$ cat src/rtl/fetch_sequencer_if.sv
// Handshake and memory bus bundle between the fetch sequencer, the byte-wide
// instruction memory, branch/redirect logic and the decode stage.
interface fetch_sequencer_if;
    logic        fetch_en;
    logic        redirect_valid;
    logic [63:0] redirect_pc;
    logic        mem_rd;
    logic [63:0] mem_addr;
    logic [7:0]  mem_rdata;
    logic        inst_valid;
    logic        inst_ready;
    logic [31:0] inst;
    logic [63:0] inst_pc;
    logic        busy;

    modport master (
        input  fetch_en, redirect_valid, redirect_pc, mem_rdata, inst_ready,
        output mem_rd, mem_addr, inst_valid, inst, inst_pc, busy
    );

    modport slave (
        output fetch_en, redirect_valid, redirect_pc, mem_rdata, inst_ready,
        input  mem_rd, mem_addr, inst_valid, inst, inst_pc, busy
    );
endinterface

$ cat src/rtl/fetch_sequencer.sv
// Instruction-fetch controller: issues four byte reads per instruction, assembles
// them little-endian and hands the word to decode over a valid/ready handshake.
module fetch_sequencer #(
    parameter logic [63:0] RESET_PC = 64'd0
) (
    input  logic               clk,
    input  logic               rst_n,
    fetch_sequencer_if.master  bus
);
    typedef enum logic [1:0] {IDLE, FETCH, DRAIN, VALID} state_t;

    state_t            state_q, state_d;
    logic [63:0]       pc_q, pc_d;
    logic [1:0]        cnt_q, cnt_d;
    logic [1:0]        cap_idx_q, cap_idx_d;
    logic              cap_vld_q, cap_vld_d;
    logic [3:0][7:0]   buf_q, buf_d;

    always_ff @(posedge clk or negedge rst_n) begin
        if (!rst_n) begin
            state_q   <= IDLE;
            pc_q      <= RESET_PC;
            cnt_q     <= 2'd0;
            cap_idx_q <= 2'd0;
            cap_vld_q <= 1'b0;
            buf_q     <= '0;
        end else begin
            state_q   <= state_d;
            pc_q      <= pc_d;
            cnt_q     <= cnt_d;
            cap_idx_q <= cap_idx_d;
            cap_vld_q <= cap_vld_d;
            buf_q     <= buf_d;
        end
    end

    always_comb begin
        state_d   = state_q;
        pc_d      = pc_q;
        cnt_d     = cnt_q;
        cap_idx_d = cap_idx_q;
        cap_vld_d = cap_vld_q;
        buf_d     = buf_q;

        // The byte requested last cycle is on mem_rdata now; a redirect discards it.
        if (cap_vld_q && !bus.redirect_valid) begin
            buf_d[cap_idx_q] = bus.mem_rdata;
        end

        if (bus.redirect_valid) begin
            pc_d      = {bus.redirect_pc[63:2], 2'b00};
            cnt_d     = 2'd0;
            cap_vld_d = 1'b0;
            state_d   = bus.fetch_en ? FETCH : IDLE;
        end else begin
            unique case (state_q)
                IDLE: begin
                    if (bus.fetch_en) begin
                        cnt_d   = 2'd0;
                        state_d = FETCH;
                    end
                end
                FETCH: begin
                    cap_idx_d = cnt_q;
                    cap_vld_d = 1'b1;
                    cnt_d     = cnt_q + 2'd1;
                    if (cnt_q == 2'd3) begin
                        state_d = DRAIN;
                    end
                end
                DRAIN: begin
                    cap_vld_d = 1'b0;
                    state_d   = VALID;
                end
                VALID: begin
                    if (bus.inst_ready) begin
                        pc_d    = pc_q + 64'd4;
                        cnt_d   = 2'd0;
                        state_d = bus.fetch_en ? FETCH : IDLE;
                    end
                end
                default: state_d = IDLE;
            endcase
        end
    end

    // Memory-side outputs come from registers only, so no combinational path
    // from inst_ready or redirect_valid reaches the memory.
    assign bus.mem_rd     = (state_q == FETCH);
    assign bus.mem_addr   = pc_q + {62'd0, cnt_q};
    assign bus.inst_valid = (state_q == VALID);
    assign bus.inst       = buf_q;
    assign bus.inst_pc    = pc_q;
    assign bus.busy       = (state_q == FETCH) || (state_q == DRAIN);
endmodule

$ cat src/flat_wrapper.sv
// flat-port wrapper written by rule: the top's interface ports become plain ports
module fetch_sequencer_flat 
#(
    parameter logic [63:0] RESET_PC = 64'd0
)
  (clk, rst_n, bus_fetch_en, bus_redirect_valid, bus_redirect_pc, bus_mem_rdata, bus_inst_ready, bus_mem_rd, bus_mem_addr, bus_inst_valid, bus_inst, bus_inst_pc, bus_busy);
  fetch_sequencer_if bus_i ();
  input  logic clk;
  input  logic rst_n;
  input wire logic [$bits(bus_i.fetch_en)-1:0] bus_fetch_en;
  input wire logic [$bits(bus_i.redirect_valid)-1:0] bus_redirect_valid;
  input wire logic [$bits(bus_i.redirect_pc)-1:0] bus_redirect_pc;
  input wire logic [$bits(bus_i.mem_rdata)-1:0] bus_mem_rdata;
  input wire logic [$bits(bus_i.inst_ready)-1:0] bus_inst_ready;
  output wire logic [$bits(bus_i.mem_rd)-1:0] bus_mem_rd;
  output wire logic [$bits(bus_i.mem_addr)-1:0] bus_mem_addr;
  output wire logic [$bits(bus_i.inst_valid)-1:0] bus_inst_valid;
  output wire logic [$bits(bus_i.inst)-1:0] bus_inst;
  output wire logic [$bits(bus_i.inst_pc)-1:0] bus_inst_pc;
  output wire logic [$bits(bus_i.busy)-1:0] bus_busy;
  assign bus_i.fetch_en = bus_fetch_en;
  assign bus_i.redirect_valid = bus_redirect_valid;
  assign bus_i.redirect_pc = bus_redirect_pc;
  assign bus_i.mem_rdata = bus_mem_rdata;
  assign bus_i.inst_ready = bus_inst_ready;
  assign bus_mem_rd = bus_i.mem_rd;
  assign bus_mem_addr = bus_i.mem_addr;
  assign bus_inst_valid = bus_i.inst_valid;
  assign bus_inst = bus_i.inst;
  assign bus_inst_pc = bus_i.inst_pc;
  assign bus_busy = bus_i.busy;
  fetch_sequencer #(.RESET_PC(RESET_PC)) u_core (.clk(clk), .rst_n(rst_n), .bus(bus_i));
endmodule
$ cat config.mk
export PLATFORM = sky130hd
export DESIGN_NAME = fetch_sequencer_flat
export DESIGN_NICKNAME = d
export VERILOG_FILES = /design/src/rtl/fetch_sequencer_if.sv /design/src/rtl/fetch_sequencer.sv /design/src/flat_wrapper.sv
export SDC_FILE = /design/constraint.sdc
export NUM_CORES = 1
export LEC_CHECK = 0
export CAP_MARGIN = 10
export CORE_MARGIN = 1.5
export CORE_UTILIZATION = 39
export CTS_CLUSTER_DIAMETER = 50
export DETAILED_ROUTE_END_ITERATION = 10
export HOLD_SLACK_MARGIN = 0.08
export PLACE_DENSITY = 0.78
export SLEW_MARGIN = 20
export SYNTH_ARGS = -nofsm -noshare
export SYNTH_HDL_FRONTEND = slang
export SYNTH_SLANG_ARGS = --single-unit
export TNS_END_PERCENT = 20
$ cat constraint.sdc
create_clock -name clk -period 6.6 [get_ports clk]
set_input_delay 1.32 -clock clk [delete_from_list [all_inputs] [get_ports clk]]
set_output_delay 1.32 -clock clk [all_outputs]
set_load 0.05 [all_outputs]
[Yosys cells after proc, flatten, opt, wreduce, memory -nomap -nowiden]
Cells that the tools add are included.
Storage, ports and cells
  input bits: 77
  bits in writable memories: 0
  bits in latches: 0
  memory bits (read-only): 0
  register bits after elaboration: 103
  memories: 0
Operators by class
  equal/unequal tests: 7
  div/mod/pow operators: 0
  multiply operators: 0
  add/sub/neg operators: 3
  bitwise gates (word level): 1
  shift operators: 0
  magnitude comparators: 2
  reduce and logical (&&, ||, !) cells: 13
  mux-type cells: 18
Operator list (number)
  2-to-1 mux 64 bit: 3
  adder 64 x 2 -> 64 bit: 1
  adder 64 x 3 -> 64 bit (second input constant): 1
  bitwise mux 32 bit: 1
  demux 8 bit (select 2 bit): 1
  2-to-1 mux 2 bit: 7
  2-to-1 mux 8 bit: 1
  one-hot mux 2 bit (4 select lines): 1
  == test 2 bit (second input constant): 3
  != test 3 bit (second input constant): 2
  one-hot mux 2 bit (3 select lines): 1
  AND reduction 3 bit: 2
  AND reduction 2 bit: 2
  nonzero test 2 bit: 2
  nonzero test 4 bit: 1
  < comparator 2 x 3 -> 1 bit (second input constant): 1
  != test 3 x 2 -> 1 bit (second input constant): 1
  nonzero test 3 bit: 1
  adder 2 x 1 -> 2 bit (second input constant): 1
  == test 2 x 1 -> 1 bit (second input constant): 1
  >= comparator 2 x 1 -> 1 bit (second input constant): 1
  logical AND 1 bit: 2
  logical NOT 2 bit: 1
  2-to-1 mux 1 bit: 2
  4 further kinds: 4

[Logic depth before layout (Yosys ltp)]
Gate-level depths: netlist of run 1.
  depth in word-level cells: 5
  depth in mapped cells: 7
  depth with buffers taken out: 6

[Least setup slack after synthesis of run 1]
OpenSTA, ideal clock, no wires.
  path kind: in2reg
  start point: input port bus_inst_ready
  end point: register u_core.pc_q[53] (netlist: u_core.bus.inst_pc[53])
  required time: 6.531 ns
  cell stages on the path: 6
  library setup time: 0.069 ns
  path slack: 3.804 ns
  arrival: 2.727 ns
  cells stage by stage: nand4_2 -> nor4_4 -> nand4_1 -> buf_4 -> or4_1 -> nand3_1
Between the ends
  longest elaborated chain between the ends: 2
Ends and longest elaborated chain
  start, declared: line flat_wrapper.sv:14  | input wire logic [$bits(bus_i.inst_ready)-1:0] bus_inst_ready;
  nonzero test 2 bit (no source line)
  AND reduction 2 bit (no source line)
  end signal, assigned: line fetch_sequencer.sv:29  | pc_q <= pc_d;
  end, declared: line fetch_sequencer.sv:13  | logic [63:0] pc_q, pc_d;
Every way passes these cells.
A chain may end at the register's enable or synchronous reset.

[Worst setup path after layout of run 1]
  start point: input port bus_inst_ready
  end point: register u_core.pc_q[59] (netlist: u_core.bus.inst_pc[59])
Same word-level chain as after synthesis.

==> results of run 1 <==
==> cells in the final DEF (no fill, tap or decap), types with 3 or more instances in the layout <==
cell type and count:
a21oi_1 3, a221o_1 6, a22oi_1 9, a31oi_1 4, and2_1 3, and3_1 5
and4_1 3, buf_4 6, clkbuf_16 9, clkdlybuf4s50_1 233, clkinvlp_4 4, dfrtp_1 101
ha_1 6, inv_1 9, mux2_2 34, mux2i_1 8, nand2_1 75, nand3_1 29
nand4_1 31, nand4_2 4, nor2_1 19, nor2b_1 16, nor3_1 20, nor4_1 7
nor4_4 4, o21ai_0 42, or3_1 4, or4_1 8, xnor2_1 15, xor2_1 20
==> worst max-delay path, stage by stage <==
cell and delay [ns]:
clkdlybuf4s50_1 0.57, nand4_2 0.28, nor4_4 0.54, nand4_1 0.65, or4_1 0.67, nand3_1 0.09
==> through the flow <==
stage	area, sq um	power [mW]
3_5_place_dp	7858	2.178
6_report	8150	2.679
5_1_grt	8150	2.795
4_1_cts	8142	2.700
3_3_place_gp	7858	2.149
2_1_floorplan	5582	1.720
==> power breakdown <==
part	total [mW]	switching (mW)	internal, mW
clock network	0.508	0.247	0.260
logic	1.29	0.832	0.458
registers	0.882	0.134	0.748
total	2.68	1.21	1.47
==> routing by layer <==
| metal | global-route usage | vias to the layer above | wire (microns) |
|---|---|---|---|
| met5 | 0 | - | 0 |
| met3 | 0.05948 | 19 | 1165 |
| met1 | 0.2568 | 2491 | 6616 |
| met2 | 0.3858 | 227 | 8394 |
| met4 | 0.06468 | 0 | 192 |
| li1 | - | 2397 | - |
==> registers in the layout, summed over array words and instances (netlist names) <==
name and flops:
u_core.bus.inst 32, u_core.bus.inst_pc 62, u_core.state_q 2, u_core.cap_vld_q 1, u_core.cap_idx_q 2, u_core.cnt_q 2
==> cell type report <==
type                    instances  area share
inverters                      10    0.004605
clock buffers                   9     0.02763
repair buffers                239      0.2917
flip-flops and latches        101      0.3101
well taps                     180     0.02763
multi-input cells             402      0.3311
clock inverters                 7    0.007215
==> logic make-up after synthesis <==
logic type               Yosys count  synth area share
flip-flops                       101            0.4531
XOR/XNOR                          35           0.05496
other                              1         0.0006723
buffers and inverters             98           0.06909
AO/OA/AOI/OAI                     76           0.08457
multiplexers                      42           0.08300
AND/OR/NAND/NOR                  241            0.2411
adder cells (fa/ha/maj)            6           0.01346
==> how the worst min path moves through the flow <==
stage,startpoint,endpoint,slack [ns],depth (start not counted)
floorplan,u_core.state_q[1],u_core.state_q[1],0.52,2
global placement,u_core.bus.inst[28],u_core.bus.inst[28],0.49,1
detailed placement,u_core.bus.inst[25],u_core.bus.inst[25],0.50,1
CTS,u_core.bus.inst[30],u_core.bus.inst[30],0.52,1
global route,u_core.bus.inst[24],u_core.bus.inst[24],0.52,1
finish,u_core.bus.inst[6],u_core.bus.inst[6],0.51,1
==> summary.md, run 1 <==
| Metric | Value |
|---|---|
| Setup-failing EPs final | 0 |
| Vias in the first global route | between 5000 and 6000 |
| RSZ-0062 raised after global routing | false |
| Worst Setup EP | u_core.bus.inst_pc[59] |
| Average wire per standard cell | about 17 microns |
| Area of the multi-input gates | 2699 sq um |
| Flop2flop setup slack | 3.50 ns |
| Final Max Tran Viols | 0 |
| Setup bufs post-CTS | 0 |
| CORE AREA | between 10000 and 15000 sq um |
| Synthesized area per cell | 9.296 sq um |
| CTS tree | yes |
| EDFF count, synth | 0 |
| Critical path data arrival time | 4.11 ns |
| Non-Filler Instances | 948 |
| Global-route wire length before repair | about 26000 microns |
| Final core utilization | 0.5849 |
| Routed Antenna Nets | 0 |
| Synth top area share | 0.4531 |
| Most frequent cell after synthesis | dfrtp_1 |
| Top FF cell, synth | dfrtp_1 |
| Synth Instances | 600 |
| Peak VDD IR | between 0.3 and 0.4 mV |
| Final setup margin | ~2.8 ns |
| Fmax achieved | ~260 MHz |
| Final worst-path cycle share | 0.5799 |
| Vias | 5134 |
| Die height | 122.6 microns |
| Vias per inst | approximately 5.4 |
| YS warnings | 0 |
| Die ar. | between 15000 and 20000 sq um |
| #FFs+latches synth | between 100 and 150 |
| CP endpoint kind | flop |
| Num ports | between 200 and 250 |
| Static leakage | ~3.3 nW |
| Crit path required time | slightly below 7 ns |
| H-tree levels | 3 |
| Final RePlAce weighted congestion | between 0.8 and 0.9 |
| Initial Utilization | 0.4003 |
| R2R Path End | u_core.bus.inst_pc[59] |
| Synthesized cell area | roughly 5600 sq um |
| PortBufs | 235 |
| Hold_buf cts | 0 |
| DP HPWL | between 10000 and 15000 microns |
| Initial antenna violation count | 0 |
| Diode count | 0 |
| Register-to-Register Path Depth | 6 |
| Drt first pass iters | 5 |
| Detailed Route WL | roughly 16000 microns |
| Hold WC Path Type | flop to flop |
| CP Launch Type | input port |
| DR DRC count | 0 |
| Final global-route overflow total | 0 |
| Final #Nets | roughly 850 |
| Clk slew on worst S/H paths | roughly 0.07 ns |
| Unique masters post-synth | between 50 and 60 |
| Rel. slew slack | 0.2505 |
| Clk_lat worst skew | 0.35 ns |
| Total track usage | 0.2176 |
| Async set-reset flop share out of synthesis | 1.000 |
| Period minus WS final | 3.827 ns |
| Pin slew with the least headroom to its limit | about 1.1 ns |
| Pin count of the biggest net entering global routing | between 70 and 80 |
| Setup crit start | bus_inst_ready |
| Die X-Extent | approximately 120 microns |
| Max clock buf depth | 2 |
| Power density cells | roughly 330 nW/um^2 |
| Cell taking the most area after synthesis | dfrtp_1 |
| CTS sink count | approximately 100 |
| Rows | 43 |
| Share of layout cells above drive strength 1 | 0.09115 |
| Cell count after placement | approximately 930 |
| Top cells by area, synth | dfrtp_1 (45%), mux2_2 (6.9%), clkbuf_1 (5.3%) |
| CP max FO | 11 |
| Register area | between 2000 and 3000 sq um |
| RR Startpoint | u_core.state_q[1] |
| Worst hold slack | slightly above 0.5 ns |
| Worst slack, placed | 2.403 ns |
| Resize count post-CTS | 0 |
| Final setup TNS | 0 ns |
| CTS buffer count | 9 |
| Area Overhead vs Synth | 46.12% |
| CP Class | input port to flop |
| CTS Root Cell | clkbuf_16 |
| Fill count | ~1200 |
| Max cap viols | 0 |
| Layout Skew | roughly 0.0086 ns |
| Drt initial violations | between 400 and 500 |
| Synth top cells by count | dfrtp_1 (101), clkbuf_1 (79), nand2_1 (75) |
| Final Hold Vio Count | 0 |
| Sequential area share after synthesis | 0.4531 |
| Outcome | finished, final reports clean |
Power figures use the tool's default switching activity.
==> run 2: changes to the inputs <==
- PLACE_DENSITY: 0.78 -> 0.81
- clock period: 6.6 -> 3.5 ns (I/O delays scaled with it)
==> run 2 against run 1 <==
  * Highest routed layer unchanged
  * Critical endpoint is now u_core.bus.inst_pc[62]
  * Clock power up 94%
  * First-iteration DRC count decreased by 39%
  * Clock-buffer cell count up 1
  * Utilization is 0.56 points higher
  * Die area did not move
  * Clock skew is 0.0010 ns higher
  * Cell area rose by 0.95%
  * Sequential power grew 88%
  * Register-to-register slack worse by 2.6 ns
  * Combinational power grew 88%
  * Setup slack worse by 2.0 ns
==> summary.md, run 2 (same netlist as run 1, synthesis figures left out) <==
| Metric | Value |
|---|---|
| CORE AREA | 13930 sq um (unchanged) |
| Worst hold slack | 0.3653 ns (was 0.5094 ns) |
| Total track usage | 0.2192 (was 0.2176) |
| Register-to-Register Path Depth | 7 (was 6) |
| CP Launch Type | input port (unchanged) |
| Static leakage | 3.362 nW (was 3.301 nW) |
| Peak VDD IR | 0.5852 mV (was 0.3277 mV) |
| Most frequent cells in the layout | clkdlybuf4s50_1 (233), dfrtp_1 (101), nand2_1 (75) (unchanged) |
| Final RePlAce weighted congestion | 0.8577 (was 0.8701) |
| Final global-route overflow total | 0 (unchanged) |
| Global-route wire length before repair | 25420 microns (was 25630 microns) |
| Outcome | finished, final reports clean (unchanged) |
| Share of layout cells above drive strength 1 | 0.09910 (was 0.09115) |
| Pin count of the biggest net entering global routing | 93 (was 77) |
| Hold WC Path Type | input port to async pin (was flop to flop) |
| Final setup TNS | 0 ns (unchanged) |
| PortBufs | 235 (unchanged) |
| Max clock buf depth | 2 (unchanged) |
| CP endpoint kind | flop (unchanged) |
| Worst slack, placed | 0.4936 ns (was 2.403 ns) |
| Die height | 122.6 microns (unchanged) |
| Met3 WL | 1375 microns (was 1165 microns) |
| Setup-failing EPs final | 0 (unchanged) |
| Vias per inst | 5.340 (was 5.416) |
| Setup bufs post-CTS | 0 (unchanged) |
| Crit path required time | 3.79 ns (was 6.89 ns) |
| Final setup margin | 0.8092 ns (was 2.773 ns) |
| Period minus WS final | between 2 and 3 ns |
| CTS sink count | 101 (unchanged) |
| Power Total | 5.058 mW (was 2.679 mW) |
| Rel. slew slack | 0.5424 (was 0.2505) |
| Max cap viols | 0 (unchanged) |
| Average wire per standard cell | 16.69 microns (was 17.27 microns) |
| Final worst-path cycle share | 0.7688 |
| H-tree levels | 3 (unchanged) |
| Max FFs per register | 62 (unchanged) |
| Non-Filler Instances | 957 (was 948) |
| Area Overhead vs Synth | 47.51% (was 46.12%) |
| CP Class | input port to flop (unchanged) |
| Clk slew on worst S/H paths | 0.08 ns (was 0.07 ns) |
| Fmax achieved | 371.6 MHz |
| Die X-Extent | 122.6 microns (unchanged) |
| CTS Root Cell | clkbuf_16 (unchanged) |
| Final Max Tran Viols | 0 (unchanged) |
| Layout Skew | 0.009592 ns (was 0.008596 ns) |
| DRT met1 WL | 6375 microns (was 6616 microns) |
| Post-layout instance area | 8228 sq um (was 8150 sq um) |
| Drt first pass iters | 4 (was 5) |
| Initial Utilization | 0.4003 (unchanged) |
| Cell count after placement | 941 (was 932) |
| Diode count | 0 (unchanged) |
| Cell Area, Placed | 7944 sq um (was 7858 sq um) |
| CTS buffer count | 9 (unchanged) |
| CP max FO | 16 (was 11) |
| Most common cell after layout, fill and taps aside | clkdlybuf4s50_1 (unchanged) |
| CTS tree | yes (unchanged) |
| Rows | 43 (unchanged) |
| DR DRC count | 0 (unchanged) |
| DP HPWL | 11670 microns (was 11880 microns) |
| Power density cells | 614.8 nW/um^2 (was 328.7 nW/um^2) |
| Vias in the first global route | 4925 (was 5023) |
| Pin slew with the least headroom to its limit | 0.6864 ns (was 1.121 ns) |
| Num ports | 240 (unchanged) |
| Routed Antenna Nets | 0 (unchanged) |
| Hold_buf cts | 0 (unchanged) |
| Fill count | 1214 (was 1153) |
| Resize count post-CTS | 0 (unchanged) |
| Length of routed met2 wiring | 7929 microns (was 8394 microns) |
| Drt initial violations | 262 (was 432) |
| Final Hold Vio Count | 0 (unchanged) |
| Detailed Route WL | 15970 microns (was 16370 microns) |
| Final #Nets | 855 (was 846) |
| Top layer in use | met4 (unchanged) |
| Vias | 5110 (was 5134) |
| Initial antenna violation count | 0 (unchanged) |
| Final core utilization | 0.5905 (was 0.5849) |
| Die ar. | 15030 sq um (unchanged) |
| Critical path data arrival time | 2.98 ns (was 4.11 ns) |
| Clk_lat worst skew | 0.36 ns (was 0.35 ns) |
| RSZ-0062 raised after global routing | false (unchanged) |
==> run 2: cell types whose count changed in the layout (fill, tap and decap cells not counted) <==
cell,before,now
clkbuf_1,0,1
nor4bb_1,0,1
nor4bb_4,1,0
buf_12,0,2
clkinvlp_4,4,2
inv_8,1,2
buf_4,6,13
==> run 2: layer usage <==
layer | vias up | track usage
li1 | 2421 | -
met1 | 2464 | 0.2594
met4 | 0 | 0.07703
met3 | 24 | 0.06877
met5 | - | 0
met2 | 201 | 0.3750
==> run 2: critical path: stages <==
cell and delay (ns):
clkdlybuf4s50_1 0.56, nand4_1 0.25, nor4_4 0.26, buf_4 0.27
nand4_1 0.30, or4_1 0.56, nand3_1 0.08
==> run 2: report_power, final <==
group / total [mW] / switching (mW) / internal [mW]
logic: 2.42 / 1.55 / 0.866
registers: 1.66 / 0.246 / 1.41
clock network: 0.985 / 0.488 / 0.497
total: 5.06 / 2.29 / 2.77
==> run 2: final cells by class <==
type	count	area (sq um)	share of cell area
Multi-Input combinational cell	402	2684	0.3262
Timing Repair Buffer	248	2470	0.3002
Tap cell	180	225.2	0.02737
Sequential cell	101	2527	0.3072
Clock inverter	6	55.05	0.006691
Clock buffer	10	229.0	0.02783
Inverter	10	37.54	0.004562
==> run 2: final timing paths <==
kind	to	slack, ns	from
max in group asynchronous	u_core.state_q[0]	2.40	rst_n
hold reg to reg	u_core.bus.inst[24]	0.51	u_core.bus.inst[24]
setup / recovery	u_core.bus.inst_pc[62]	0.81	bus_inst_ready
min in group clk	u_core.bus.inst[24]	0.51	u_core.bus.inst[24]
setup reg to reg	u_core.bus.inst_pc[62]	0.94	u_core.state_q[1]
hold / removal	u_core.bus.inst_pc[40]	0.37	rst_n
